[config.mk]
export PLATFORM = sky130hd
export DESIGN_NAME = ps2_key_fifo
export DESIGN_NICKNAME = d
export VERILOG_FILES = /design/src/rtl/ps2_pkg.sv /design/src/rtl/sync_fifo.sv /design/src/rtl/ps2_key_fifo.sv
export SDC_FILE = /design/constraint.sdc
export NUM_CORES = 1
export LEC_CHECK = 0
export ABC_AREA = 1
export CAP_MARGIN = 20
export CORE_MARGIN = 4
export CORE_UTILIZATION = 55
export DETAILED_ROUTE_END_ITERATION = 10
export PLACE_DENSITY = 0.73
export SETUP_SLACK_MARGIN = 0.05
export SYNTH_ARGS = -nofsm -noshare
export SYNTH_HDL_FRONTEND = slang
export SYNTH_HIERARCHICAL = 1
export SYNTH_SLANG_ARGS = --single-unit
[constraint.sdc]
create_clock -name clk50 -period 7.25 [get_ports clk50]
set_input_delay 1.45 -clock clk50 [delete_from_list [all_inputs] [get_ports clk50]]
set_output_delay 1.45 -clock clk50 [all_outputs]
set_load 0.02 [all_outputs]
[src/rtl/ps2_pkg.sv]
// Shared PS/2 scan-code set 2 definitions: decoder states, protocol byte
// constants, the 16-bit key-event word layout and small decode helpers.
package ps2_pkg;

  localparam int unsigned KEY_W  = 16;
  localparam int unsigned SKIP_W = 3;

  localparam logic [7:0] PS2_EXT        = 8'hE0;
  localparam logic [7:0] PS2_BRK        = 8'hF0;
  localparam logic [7:0] PS2_PAUSE      = 8'hE1;
  localparam logic [7:0] PS2_FAKE_SHIFT = 8'h12;
  localparam logic [7:0] PS2_PAUSE_CODE = 8'h77;

  // Non-key bytes seen in IDLE: ack, BAT ok, echo, resend, error codes
  localparam logic [7:0] PS2_ACK     = 8'hFA;
  localparam logic [7:0] PS2_BAT     = 8'hAA;
  localparam logic [7:0] PS2_ECHO    = 8'hEE;
  localparam logic [7:0] PS2_RESEND  = 8'hFE;
  localparam logic [7:0] PS2_ERR0    = 8'h00;
  localparam logic [7:0] PS2_ERR1    = 8'hFF;

  // Pause is E1 followed by seven more bytes
  localparam logic [SKIP_W-1:0] PS2_PAUSE_SKIP = 3'd7;

  typedef enum logic [2:0] {
    IDLE,
    EXT,
    BRK,
    EXT_BRK,
    PAUSE
  } ps2_dec_state_t;

  typedef struct packed {
    logic       rel;
    logic       ext;
    logic [5:0] rsvd;
    logic [7:0] code;
  } key_event_t;

  function automatic logic is_discard(input logic [7:0] b);
    return (b == PS2_ACK) || (b == PS2_BAT) || (b == PS2_ECHO) ||
           (b == PS2_RESEND) || (b == PS2_ERR0) || (b == PS2_ERR1);
  endfunction

  function automatic key_event_t mk_event(input logic rel, input logic ext,
                                          input logic [7:0] code);
    key_event_t ev;
    ev.rel  = rel;
    ev.ext  = ext;
    ev.rsvd = 6'b0;
    ev.code = code;
    return ev;
  endfunction

endpackage

[src/rtl/sync_fifo.sv]
// First-word-fall-through synchronous FIFO with a registered head word.
// Ports: clk/rst_n (sync active-low), push_i/data_i write side,
// pop_i read side (ignored when empty), head_o (zero when empty),
// valid_o non-empty, count_o entries stored. A push while full only
// succeeds if a pop happens in the same cycle.
module sync_fifo #(
  parameter int unsigned WIDTH = 16,
  parameter int unsigned DEPTH = 16
) (
  input  logic                     clk,
  input  logic                     rst_n,
  input  logic                     push_i,
  input  logic [WIDTH-1:0]         data_i,
  input  logic                     pop_i,
  output logic [WIDTH-1:0]         head_o,
  output logic                     valid_o,
  output logic [$clog2(DEPTH):0]   count_o
);

  localparam int unsigned AW = $clog2(DEPTH);
  localparam int unsigned CW = AW + 1;

  logic [WIDTH-1:0] mem_q [DEPTH];
  logic [AW-1:0]    wr_ptr_q, rd_ptr_q, rd_nxt_c;
  logic [CW-1:0]    count_q, count_d;
  logic [WIDTH-1:0] head_q, head_d;
  logic             valid_q;
  logic             full_c, empty_c, pop_ok_c, push_ok_c;

  // Push/pop qualification and next head word
  always_comb begin
    full_c    = (count_q == CW'(DEPTH));
    empty_c   = (count_q == '0);
    pop_ok_c  = pop_i & ~empty_c;
    push_ok_c = push_i & (~full_c | pop_ok_c);
    count_d   = count_q + CW'(push_ok_c) - CW'(pop_ok_c);
    rd_nxt_c  = rd_ptr_q + AW'(1);
    head_d    = head_q;
    if (pop_ok_c) begin
      if (count_d == '0)
        head_d = '0;
      else if (count_q == CW'(1))
        head_d = data_i;          // next entry is the one being written now
      else
        head_d = mem_q[rd_nxt_c];
    end else if (push_ok_c && empty_c) begin
      head_d = data_i;
    end
  end

  // Storage array, no reset needed
  always_ff @(posedge clk) begin
    if (push_ok_c) mem_q[wr_ptr_q] <= data_i;
  end

  // Pointers, occupancy and head register
  always_ff @(posedge clk) begin
    if (!rst_n) begin
      wr_ptr_q <= '0;
      rd_ptr_q <= '0;
      count_q  <= '0;
      head_q   <= '0;
      valid_q  <= 1'b0;
    end else begin
      wr_ptr_q <= wr_ptr_q + AW'(push_ok_c);
      rd_ptr_q <= rd_ptr_q + AW'(pop_ok_c);
      count_q  <= count_d;
      head_q   <= head_d;
      valid_q  <= (count_d != '0);
    end
  end

  assign head_o  = head_q;
  assign valid_o = valid_q;
  assign count_o = count_q;

endmodule

[src/rtl/ps2_key_fifo.sv]
// PS/2 scan-code set 2 decoder feeding a FWFT key-event FIFO for the CPU.
// Ports: clk50, rst_n (sync active-low); rx_data/rx_en byte stream from the
// PS/2 controller; rd_req pops the head event; clr_ovf clears the sticky
// overflow flag. key_word/key_valid present the head event, count the
// occupancy, overflow flags dropped events, dec_busy marks a partial sequence.
module ps2_key_fifo
  import ps2_pkg::*;
#(
  parameter int unsigned DEPTH = 16
) (
  input  logic                   clk50,
  input  logic                   rst_n,
  input  logic [7:0]             rx_data,
  input  logic                   rx_en,
  input  logic                   rd_req,
  input  logic                   clr_ovf,
  output logic [15:0]            key_word,
  output logic                   key_valid,
  output logic [$clog2(DEPTH):0] count,
  output logic                   overflow,
  output logic                   dec_busy
);

  localparam int unsigned CW = $clog2(DEPTH) + 1;

  ps2_dec_state_t     state_q, state_d;
  logic [SKIP_W-1:0]  skip_q, skip_d;
  logic               ovf_q, busy_q;
  logic               emit_c, drop_c, full_c;
  key_event_t         event_c;
  logic [KEY_W-1:0]   head_w;
  logic [CW-1:0]      count_w;

  // Byte decode: the event is pushed in the same cycle as its final byte
  always_comb begin
    state_d = state_q;
    skip_d  = skip_q;
    emit_c  = 1'b0;
    event_c = '0;
    if (rx_en) begin
      case (state_q)
        IDLE: begin
          if (rx_data == PS2_EXT) begin
            state_d = EXT;
          end else if (rx_data == PS2_BRK) begin
            state_d = BRK;
          end else if (rx_data == PS2_PAUSE) begin
            state_d = PAUSE;
            skip_d  = PS2_PAUSE_SKIP;
          end else if (!is_discard(rx_data)) begin
            emit_c  = 1'b1;
            event_c = mk_event(1'b0, 1'b0, rx_data);
          end
        end
        EXT: begin
          if (rx_data == PS2_BRK) begin
            state_d = EXT_BRK;
          end else begin
            state_d = IDLE;
            // repeated prefixes are malformed; E0 12 is a fake shift
            if (rx_data != PS2_EXT && rx_data != PS2_PAUSE &&
                rx_data != PS2_FAKE_SHIFT) begin
              emit_c  = 1'b1;
              event_c = mk_event(1'b0, 1'b1, rx_data);
            end
          end
        end
        BRK: begin
          state_d = IDLE;
          emit_c  = 1'b1;
          event_c = mk_event(1'b1, 1'b0, rx_data);
        end
        EXT_BRK: begin
          state_d = IDLE;
          if (rx_data != PS2_FAKE_SHIFT) begin
            emit_c  = 1'b1;
            event_c = mk_event(1'b1, 1'b1, rx_data);
          end
        end
        PAUSE: begin
          skip_d = skip_q - SKIP_W'(1);
          if (skip_q <= SKIP_W'(1)) begin
            state_d = IDLE;
            skip_d  = '0;
            emit_c  = 1'b1;
            event_c = mk_event(1'b0, 1'b1, PS2_PAUSE_CODE);
          end
        end
        default: begin
          state_d = IDLE;
          skip_d  = '0;
        end
      endcase
    end
  end

  // A full FIFO only drops the event when no pop frees a slot this cycle
  always_comb begin
    full_c = (count_w == CW'(DEPTH));
    drop_c = emit_c & full_c & ~rd_req;
  end

  // Decoder state, sticky overflow (set beats clear) and busy flag
  always_ff @(posedge clk50) begin
    if (!rst_n) begin
      state_q <= IDLE;
      skip_q  <= '0;
      ovf_q   <= 1'b0;
      busy_q  <= 1'b0;
    end else begin
      state_q <= state_d;
      skip_q  <= skip_d;
      ovf_q   <= drop_c | (ovf_q & ~clr_ovf);
      busy_q  <= (state_d != IDLE);
    end
  end

  sync_fifo #(
    .WIDTH (KEY_W),
    .DEPTH (DEPTH)
  ) u_fifo (
    .clk     (clk50),
    .rst_n   (rst_n),
    .push_i  (emit_c),
    .data_i  (event_c),
    .pop_i   (rd_req),
    .head_o  (head_w),
    .valid_o (key_valid),
    .count_o (count_w)
  );

  assign key_word = head_w;
  assign count    = count_w;
  assign overflow = ovf_q;
  assign dec_busy = busy_q;

endmodule

==> Yosys cells after proc, flatten, opt, wreduce, memory -nomap -nowiden <==
Memory sizes are Yosys's and may differ from the RTL's.
Index checks and enable logic that the tools add are counted.
{ "word_totals": {"regBits": 38, "ram_bits": 256, "out_inout_bits": 24, "mem_count": 1} }
{ "memory_table": {"columns": ["memory", "depth", "word_bits", "rd", "rd_clocked_by_memory_dff", "wr", "line_no", "source"], "rows": [
  ["u_fifo.mem_q", 16, 16, 1, 0, 1, "sync_fifo.sv:23", "logic [WIDTH-1:0] mem_q [DEPTH];"]
]} }
{ "op_classes": {"add_sub_neg": 6, "n_lt_le_gt_ge": 1, "eq_ne": 20, "n_mux": 38, "bitwise_logic": 12, "n_reduce_logical": 17} }
{ "ops": {"columns": ["operator", "n"], "rows": [
  ["$mux W16", 6],
  ["$pmux W16 S5", 1],
  ["$eq A8 B8 Y1 const B", 8],
  ["$mux W15", 3],
  ["$mux W8", 4],
  ["$mux W3", 9],
  ["$pmux W3 S3", 2],
  ["$ne A8 B8 Y1 const B", 2],
  ["$mux W1", 11],
  ["$logic_not A5 Y1", 2],
  ["$add A4 B1 Y4", 2],
  ["$logic_not A8 Y1", 1],
  ["$ne A8 B5 Y1 const B", 1],
  ["$eq A3 B2 Y1 const B", 2],
  ["$ne A2 B2 Y1 const B", 3],
  ["$add A5 B1 Y5", 1],
  ["$and A1 B1 Y1", 5],
  ["$eq A5 B1 Y1 const B", 1],
  ["$eq A5 B5 Y1 const B", 1],
  ["$logic_or A1 B1 Y1", 5],
  ["$not A1 Y1", 5],
  ["$pmux W1 S5", 1],
  ["$reduce_and A5 Y1", 1],
  ["$reduce_bool A5 Y1", 1],
  ["other kinds (13)", 16]
]} }

==> Depth between registers and ports, before layout <==
Gate-level depths: netlist (run 1).
{ "depth": {"ltp_word": 18, "mapped_depth": 27, "ltp_nobuf": 26} }

==> Hierarchy <==
The synthesis (run 1) kept the hierarchy.
{ "by_module_without_submodules": {"columns": ["module", "n_inst", "cells_per_inst", "area_per_inst_um2", "seq_area_each_um2"], "rows": [
  ["sync_fifo", 1, 1077, 12000.3, 8287.9],
  ["ps2_key_fifo", 1, 164, 944.7, 160.2]
]} }

==> Least setup slack after synthesis (run 1) <==
OpenSTA, ideal clock, no wires.
{ "synth_timing": {"kind": "input to register", "startpoint": "input rx_data[2]", "endpoint": "register u_fifo.head_q[14] (netlist: u_fifo/head_o[14])", "t_arrival_ps": 4236, "slack_ps": 2892, "path_stages": 25, "cell_sequence": "inv_1 nand2_2 nor2_2 nand2_4 nand2_4 nor2_4 nor2_4 nand3_2 nand2_2 inv_1 o21a_1 inv_1 ha_1 inv_1 ha_1 inv_1 fa_1 nand2_1 nor2_1 nand3_1 nor2_4 buf_4 nor2_1 nand2_1 a21oi_2"} }
{ "synth_between": {"elab_chain_len": 18} }
{ "synth_rtl": {"columns": ["element", "line_no", "source"], "rows": [
  ["start: declaration", "ps2_key_fifo.sv:13", "input logic [7:0] rx_data,"],
  ["$eq A8 B8 Y1", "ps2_pkg.sv:41", "return (b == PS2_ACK) || (b == PS2_BAT) || (b == PS2_ECHO) ||"],
  ["$logic_or A1 B1 Y1 (3 in a row)", "ps2_pkg.sv:41", null],
  ["$logic_or A1 B1 Y1 (2 in a row)", "ps2_pkg.sv:42", "(b == PS2_RESEND) || (b == PS2_ERR0) || (b == PS2_ERR1);"],
  ["$mux W1", "ps2_key_fifo.sv:50", "end else if (!is_discard(rx_data)) begin"],
  ["$mux W1", "ps2_key_fifo.sv:47", "end else if (rx_data == PS2_PAUSE) begin"],
  ["$mux W1", "ps2_key_fifo.sv:45", "end else if (rx_data == PS2_BRK) begin"],
  ["$mux W1", "ps2_key_fifo.sv:43", "if (rx_data == PS2_EXT) begin"],
  ["$pmux W1 S5 *", "ps2_key_fifo.sv:41", "case (state_q)"],
  ["$mux W1 *", "ps2_key_fifo.sv:40", "if (rx_en) begin"],
  ["net emit_c", "ps2_key_fifo.sv:29", "logic emit_c, drop_c, full_c;"],
  ["$and A1 B1 Y1 *", "sync_fifo.sv:35", "push_ok_c = push_i & (~full_c | pop_ok_c);"],
  ["$add A5 B1 Y5", "sync_fifo.sv:36", "count_d = count_q + CW'(push_ok_c) - CW'(pop_ok_c);"],
  ["$sub A5 B1 Y5", "sync_fifo.sv:36", null],
  ["$logic_not A5 Y1", "sync_fifo.sv:40", "if (count_d == '0)"],
  ["$mux W16", "sync_fifo.sv:40", null],
  ["$mux W16", "sync_fifo.sv:39", "if (pop_ok_c) begin"],
  ["end signal: assignment", "sync_fifo.sv:62", "head_q <= '0;"],
  ["end signal: assignment", "sync_fifo.sv:68", "head_q <= head_d;"],
  ["end: declaration", "sync_fifo.sv:26", "logic [WIDTH-1:0] head_q, head_d;"]
]} }
The timed path passes the listed nets; every way through them passes the cells marked *. The select of a mux whose other input is x is not followed.
A chain may end at the register's enable or synchronous reset.

==> Worst setup path in the final report (run 1) <==
{ "layout_timing": {"startpoint": "input rx_data[1]", "endpoint": "register u_fifo.head_q[12] (netlist: u_fifo/head_o[12])"} }
The elaborated chain is that of the path after synthesis.

==> impl_metrics.tcl, run 1 <==
set metrics [dict create \
    power.static_leakage_uw 0.00582 \
    synth.largest_area_cell "edfxtp_1" \
    slew_headroom 0.311 \
    ioPinCount 37 \
    cts_tree "yes" \
    track_usage 0.232 \
    grt_max_degree 88 \
    rows 55 \
    routed_wl_mm 30.1 \
    io_buffers 36 \
    fin_crit_sh 0.651 \
    n_fill_cell 1783 \
    path_max_fanout 17 \
    synth.avg_cell_area_um2 10.4 \
    clock_sinks 294 \
    postSynth.asyncResetShare 0 \
    grt_pass1_wl_mm 47.6 \
    dp_hpwl_mm 17.9 \
    setup_viol 0 \
    drt_iter0_markers 860 \
    tns_ns 0 \
    crit_slowest_cell "clkdlybuf4s50_1" \
    synth.distinct_cells 37 \
    clkLatencyLatePin_ns 0.55 \
    holdBufCountCts 0 \
    route.detailed.drc 0 \
    post-cts-setup-buffer-count 0 \
    num_antenna_cells 0 \
    die_x_um 161 \
    reg2reg_depth 11 \
    power.density_mw_per_mm2 354 \
    cp-end-kind "flop" \
    tightest_slew_ns 1.03 \
    critPathRequiredTime_ns 7.68 \
    finalPower_uw 5270 \
    fin_worst_skew_ns 0.0123 \
    grt_remaining_overflow 0 \
    ys_ff_latch 294 \
    grt_pass1_vias 8968 \
    p_clk_frac 0.290 \
    syn_to_final_growth_pct 15.1 \
    cts.clk_slew.worst_paths_ns 0.06 \
    p_comb_frac 0.319 \
    synth-edff-count 256 \
    p_int_uw 3370 \
    synth_common_cells "363 x nand2_1, 256 x edfxtp_1, 240 x nand3_1" \
    p_sw_uw 1900 \
    maxCapViolCount 0 \
    synthCells 1241 \
    hold_depth 2 \
    place_inst 1661 \
    place_worst_setup_slack_ns 1.99 \
    postCtsResizedCells 0 \
    vdd_drop_max_uv 268 \
    hold_viol_final 0 \
    drive_gt1_frac 0.0848 \
    setup_ws_ns 2.53 \
    slew_viol_final 0 \
    fin_crit_ns 4.72 \
    core_area_mm2 0.0229 \
    outcome "completed" \
    crit_arrival_ns 5.16 \
    synth_most_common_cell "nand2_1" \
    criticalPathCategory "in2reg" \
    numCtsBuffers 30 \
    fin_cells 1717 \
    fmax_mhz 212 \
    final_antenna_net_count 0 \
    antenna_found_initial 0 \
    syn-cell-area_mm2 0.0129 \
    ys_top_cells_by_area "edfxtp_1 59%, nand2_1 11%, nand3_1 9.3%" \
    hold_ws_ns 0.477 \
    firstDrtPassIters 5 \
    rsz0062_at_grt "no" \
    start_kind "input pin" \
    layout.nets 1406 \
    worstHoldPathType "reg2reg" \
    start_util 0.565 \
    cts_buffer_depth 3 \
    synth_ff_type "edfxtp_1" \
    root_buffer "clkbuf_16" \
    die-area_mm2 0.0261 \
    critPathMaxStageDelay_ns 0.57 \
    vias 9106 \
    yosysWarnings 6 \
    htreeDepth 1 \
    place_congestion 0.831 \
    die_h_um 161 \
    seqPwrFrac 0.391 \
    swShare 0.360 \
    cpMostUsedCell "inv_1" \
    netlist.area_leader.share 0.594 \
    ys_seq_area_frac 0.653 \
    wl_per_cell_um 17.5 \
    viasPerCell 5.30 \
]
[cell type report]
class / instances / area (um^2) / area share
sequential: 294 / 8450 / 0.567
multi-input combinational: 928 / 4290 / 0.288
clock buffer: 34 / 766 / 0.0514
timing repair buffer: 60 / 541 / 0.0363
tap: 313 / 392 / 0.0263
inverter: 66 / 249 / 0.0167
clock inverter: 22 / 216 / 0.0145
[layer usage]
| metal | GRT usage | share of wire | vias to the layer above |
|---|---|---|---|
| li1 | - | - | 4435 |
| met3 | 0.0383 | 0.071 | 62 |
| met2 | 0.381 | 0.48 | 312 |
| met5 | 0 | 0 | - |
| met4 | 0.0923 | 0.037 | 0 |
| met1 | 0.313 | 0.41 | 4297 |
[logic make-up after synthesis]
group,after synthesis,synth area share
AND/OR/NAND/NOR,699,0.238
XOR/XNOR,6,0.00522
other,1,0.000290
flip-flops,294,0.653
AO/OA/AOI/OAI,102,0.0424
adder cells (fa/ha/maj),13,0.0131
buffers and inverters,126,0.0484
[flip-flops by register name, summed over array words and instances (netlist names)]
register / cells
u_fifo/rd_ptr_q: 4
state_q: 3
u_fifo/valid_o: 1
overflow: 1
u_fifo/wr_ptr_q: 4
dec_busy: 1
u_fifo/mem_q: 256
skip_q: 3
u_fifo/count_o: 5
u_fifo/head_o: 16
[path summary, 6_finish.rpt]
kind / slack (ns) / endpoint / start
worst min-delay path: 0.48 / overflow / overflow
worst max register to register: 3.43 / u_fifo/head_o[8] / u_fifo/rd_ptr_q[0]
worst min register to register: 0.48 / overflow / overflow
worst max-delay path: 2.53 / u_fifo/head_o[12] / rx_data[1]
[power groups by stage]
stage | Sequential, uW | Combinational (uW) | Clock (uW)
6_report | 2060 | 1680 | 1530
5_1_grt | 2080 | 1870 | 1620
4_1_cts | 2060 | 1670 | 1550
3_5_place_dp | 2100 | 1670 | 0
3_3_place_gp | 2100 | 1640 | 0
2_1_floorplan | 2080 | 1220 | 0
[stage by stage]
| stage | util | instance area, um^2 |
|---|---|---|
| 6_report | 0.650 | 14900 |
| 5_1_grt | 0.650 | 14900 |
| 3_5_place_dp | 0.608 | 13900 |
| 3_3_place_gp | 0.608 | 13900 |
| 2_1_floorplan | - | 13300 |
| 4_1_cts | 0.650 | 14900 |
[layout by cell type, fill, tap and decap left out, drive strengths merged, types with 17 or more instances in the layout]
cell / count
nand3: 245
conb: 108
buf: 24
clkbuf: 34
clkinv: 17
edfxtp: 256
o21ai: 60
inv: 66
clkdlybuf4s50: 36
nand2: 374
a21oi: 39
dfxtp: 38
nor2: 72
[worst max-delay path, delay by kind of cell]
kind / cells / cell delay (ns)
and+or+nand+nor: 14 / 1.52
buffers and inverters: 7 / 1.07
adders and majority gates: 3 / 0.83
AOI/OAI and AO/OA: 2 / 0.29
Power figures use the tool's default switching activity.
==> inputs of run 2 (changes only) <==
--- a/config.mk
+++ b/config.mk
@@ -10,7 +10,7 @@
 export CORE_MARGIN = 4
 export CORE_UTILIZATION = 55
 export DETAILED_ROUTE_END_ITERATION = 10
-export PLACE_DENSITY = 0.73
+export PLACE_DENSITY = 0.76
 export SETUP_SLACK_MARGIN = 0.05
 export SYNTH_ARGS = -nofsm -noshare
 export SYNTH_HDL_FRONTEND = slang
==> constraint.sdc (replaced) <==
create_clock -name clk50 -period 3.8 [get_ports clk50]
set_input_delay 0.76 -clock clk50 [delete_from_list [all_inputs] [get_ports clk50]]
set_output_delay 0.76 -clock clk50 [all_outputs]
set_load 0.02 [all_outputs]
==> impl_metrics.tcl, run 2 (same netlist as run 1, synthesis figures left out) <==
set metrics [dict create \
    firstDrtPassIters 5 \
    root_buffer "clkbuf_16" \
    holdBufCountCts 0 \
    largest_reg_flops 256 \
    die_x_um 161 \
    critPathLaunch "state_q[1]" \
    htreeDepth 1 \
    track_usage 0.231 \
    slew_headroom 0.415 \
    place_congestion 0.852 \
    die_h_um 161 \
    place_inst 1707 \
    vias 9339 \
    clock_sinks 294 \
    fin_crit_ns 3.47 \
    cts_tree "yes" \
    power.density_mw_per_mm2 660 \
    die-area_mm2 0.0261 \
    cts.clk_slew.worst_paths_ns 0.06 \
    outcome "completed" \
    crit_path_end "u_fifo/head_o[0]" \
    clkLatencyLatePin_ns 0.54 \
    layout_common_cells "361 x nand2_1, 256 x edfxtp_1, 240 x nand3_1" \
    syn_to_final_growth_pct 18.2 \
    viasPerCell 5.30 \
    drt_iter0_markers 826 \
    hold_viol_final 0 \
    routed_wl_mm 30.3 \
    cp-end-kind "flop" \
    start_kind "flop" \
    num_antenna_cells 0 \
    ioPinCount 37 \
    final_antenna_net_count 0 \
    slew_viol_final 0 \
    placed_area_mm2 0.0143 \
    multi_input_area_mm2 0.00431 \
    fin_util 0.668 \
    core_area_mm2 0.0229 \
    layout.nets 1455 \
    finalInstanceArea_mm2 0.0153 \
    grt_pass1_vias 8996 \
    antenna_found_initial 0 \
    largest-register "u_fifo/mem_q" \
    tightest_slew_ns 0.877 \
    fin_worst_skew_ns 0.0131 \
    regArea_mm2 0.00845 \
    r2r_slack_ns 0.33 \
    cts_buffer_depth 3 \
    n_fill_cell 1732 \
    wl_per_cell_um 17.2 \
    io_buffers 36 \
    rows 55 \
    crit_arrival_ns 3.89 \
    criticalPathCategory "reg2reg" \
    drive_gt1_frac 0.116 \
    layout_commonest_cell "nand2_1" \
    path_max_fanout 8 \
    setup_viol 0 \
    vdd_drop_max_uv 606 \
    fin_cells 1761 \
    numCtsBuffers 29 \
    route.detailed.drc 0 \
    grt_pass1_wl_mm 47.5 \
    start_util 0.565 \
    reg2reg_depth 21 \
    timing.rr.end "u_fifo/head_o[0]" \
    grt_remaining_overflow 0 \
    rsz0062_at_grt "no" \
    r2r-start "state_q[1]" \
    fin_crit_sh 0.914 \
    worstHoldPathType "reg2reg" \
    critPathRequiredTime_ns 4.22 \
    dp_hpwl_mm 18.7 \
    maxCapViolCount 0 \
    grt_max_degree 65 \
    fmax_mhz 288 \
    power.static_leakage_uw 0.00611 \
]
run 2: cell types whose count changed in the layout (fill, tap and decap cells not counted), sizes merged:
| cell | delta |
|---|---|
| buf | +48 |
| clkdlybuf4s50 | -8 |
| clkinv | -7 |
| dlymetal6s2s | +7 |
| clkbuf | +6 |
| bufinv | -1 |
| inv | -1 |
run 2: cell type report:
class,count,area share
Inverter,66,0.0163
Clock buffer,37,0.0500
Timing Repair Buffer,110,0.0654
Clock inverter,13,0.00883
Multi-Input combinational cell,928,0.281
Tap cell,313,0.0256
Sequential cell,294,0.552
run 2: report_power, final:
| group | switching, uW | leakage (uW) | internal [uW] |
|---|---|---|---|
| Sequential | 176 | 0.00266 | 3700 |
| Clock | 1120 | 0.000437 | 1610 |
| Combinational | 2320 | 0.00301 | 1180 |
run 2: what timing repair did:
| action | in CTS | in global routing |
|---|---|---|
| endpoints found under the setup margin | 0 | 17 |
| gates resized for setup | 0 | 21 |
| buffers inserted | 0 | 2 |
| endpoints found under the hold margin | 0 | 0 |
run 2: worst min-delay path by stage:
stage                     startpoint        end  slack (ns)  cells after the start
final                       overflow   overflow        0.47                      2
after global routing        overflow   overflow        0.52                      2
after CTS                   overflow   overflow        0.47                      2
after detailed placement    overflow   overflow        0.46                      2
after global placement     skip_q[0]  skip_q[0]        0.46                      2
after floorplan            skip_q[0]  skip_q[0]        0.45                      2
run 2: critical path, stage by stage, from the launching register on:
cell and delay [ns]:
dfxtp_1 0.44, inv_1 0.14, nor3_1 0.36, nor2_4 0.08, nand3_2 0.09, nand2_2 0.06, inv_1 0.07, o21a_1 0.14
inv_1 0.05, ha_1 0.28, inv_1 0.05, ha_1 0.15, inv_1 0.06, fa_2 0.54, nand2_1 0.05, nor2_1 0.07
nand3_1 0.11, nor2_4 0.24, clkbuf_16 0.20, nor2_1 0.05, nand2_1 0.08, a21oi_2 0.05
run 2: per-layer routing:
| metal | vias to the layer above | wire length, um | track usage | share of wire |
|---|---|---|---|---|
| li1 | 4525 | - | - | - |
| met1 | 4377 | 11800 | 0.296 | 0.39 |
| met2 | 369 | 15100 | 0.401 | 0.50 |
| met3 | 68 | 2400 | 0.0375 | 0.079 |
| met4 | 0 | 935 | 0.0783 | 0.031 |
| met5 | - | 0 | 0 | 0 |
run 2: through the flow:
stage | TNS, ns | power (uW) | setup WS [ns] | hold WS [ns]
after global placement | -6.30 | 7250 | -0.386 | 0.464
final | 0 | 10100 | 0.328 | 0.474
after CTS | 0 | 10100 | 0.0822 | 0.475
after floorplan | 0 | 6300 | 0.132 | 0.447
after detailed placement | -7.05 | 7340 | -0.473 | 0.464
after global routing | 0 | 10700 | 0.0499 | 0.515
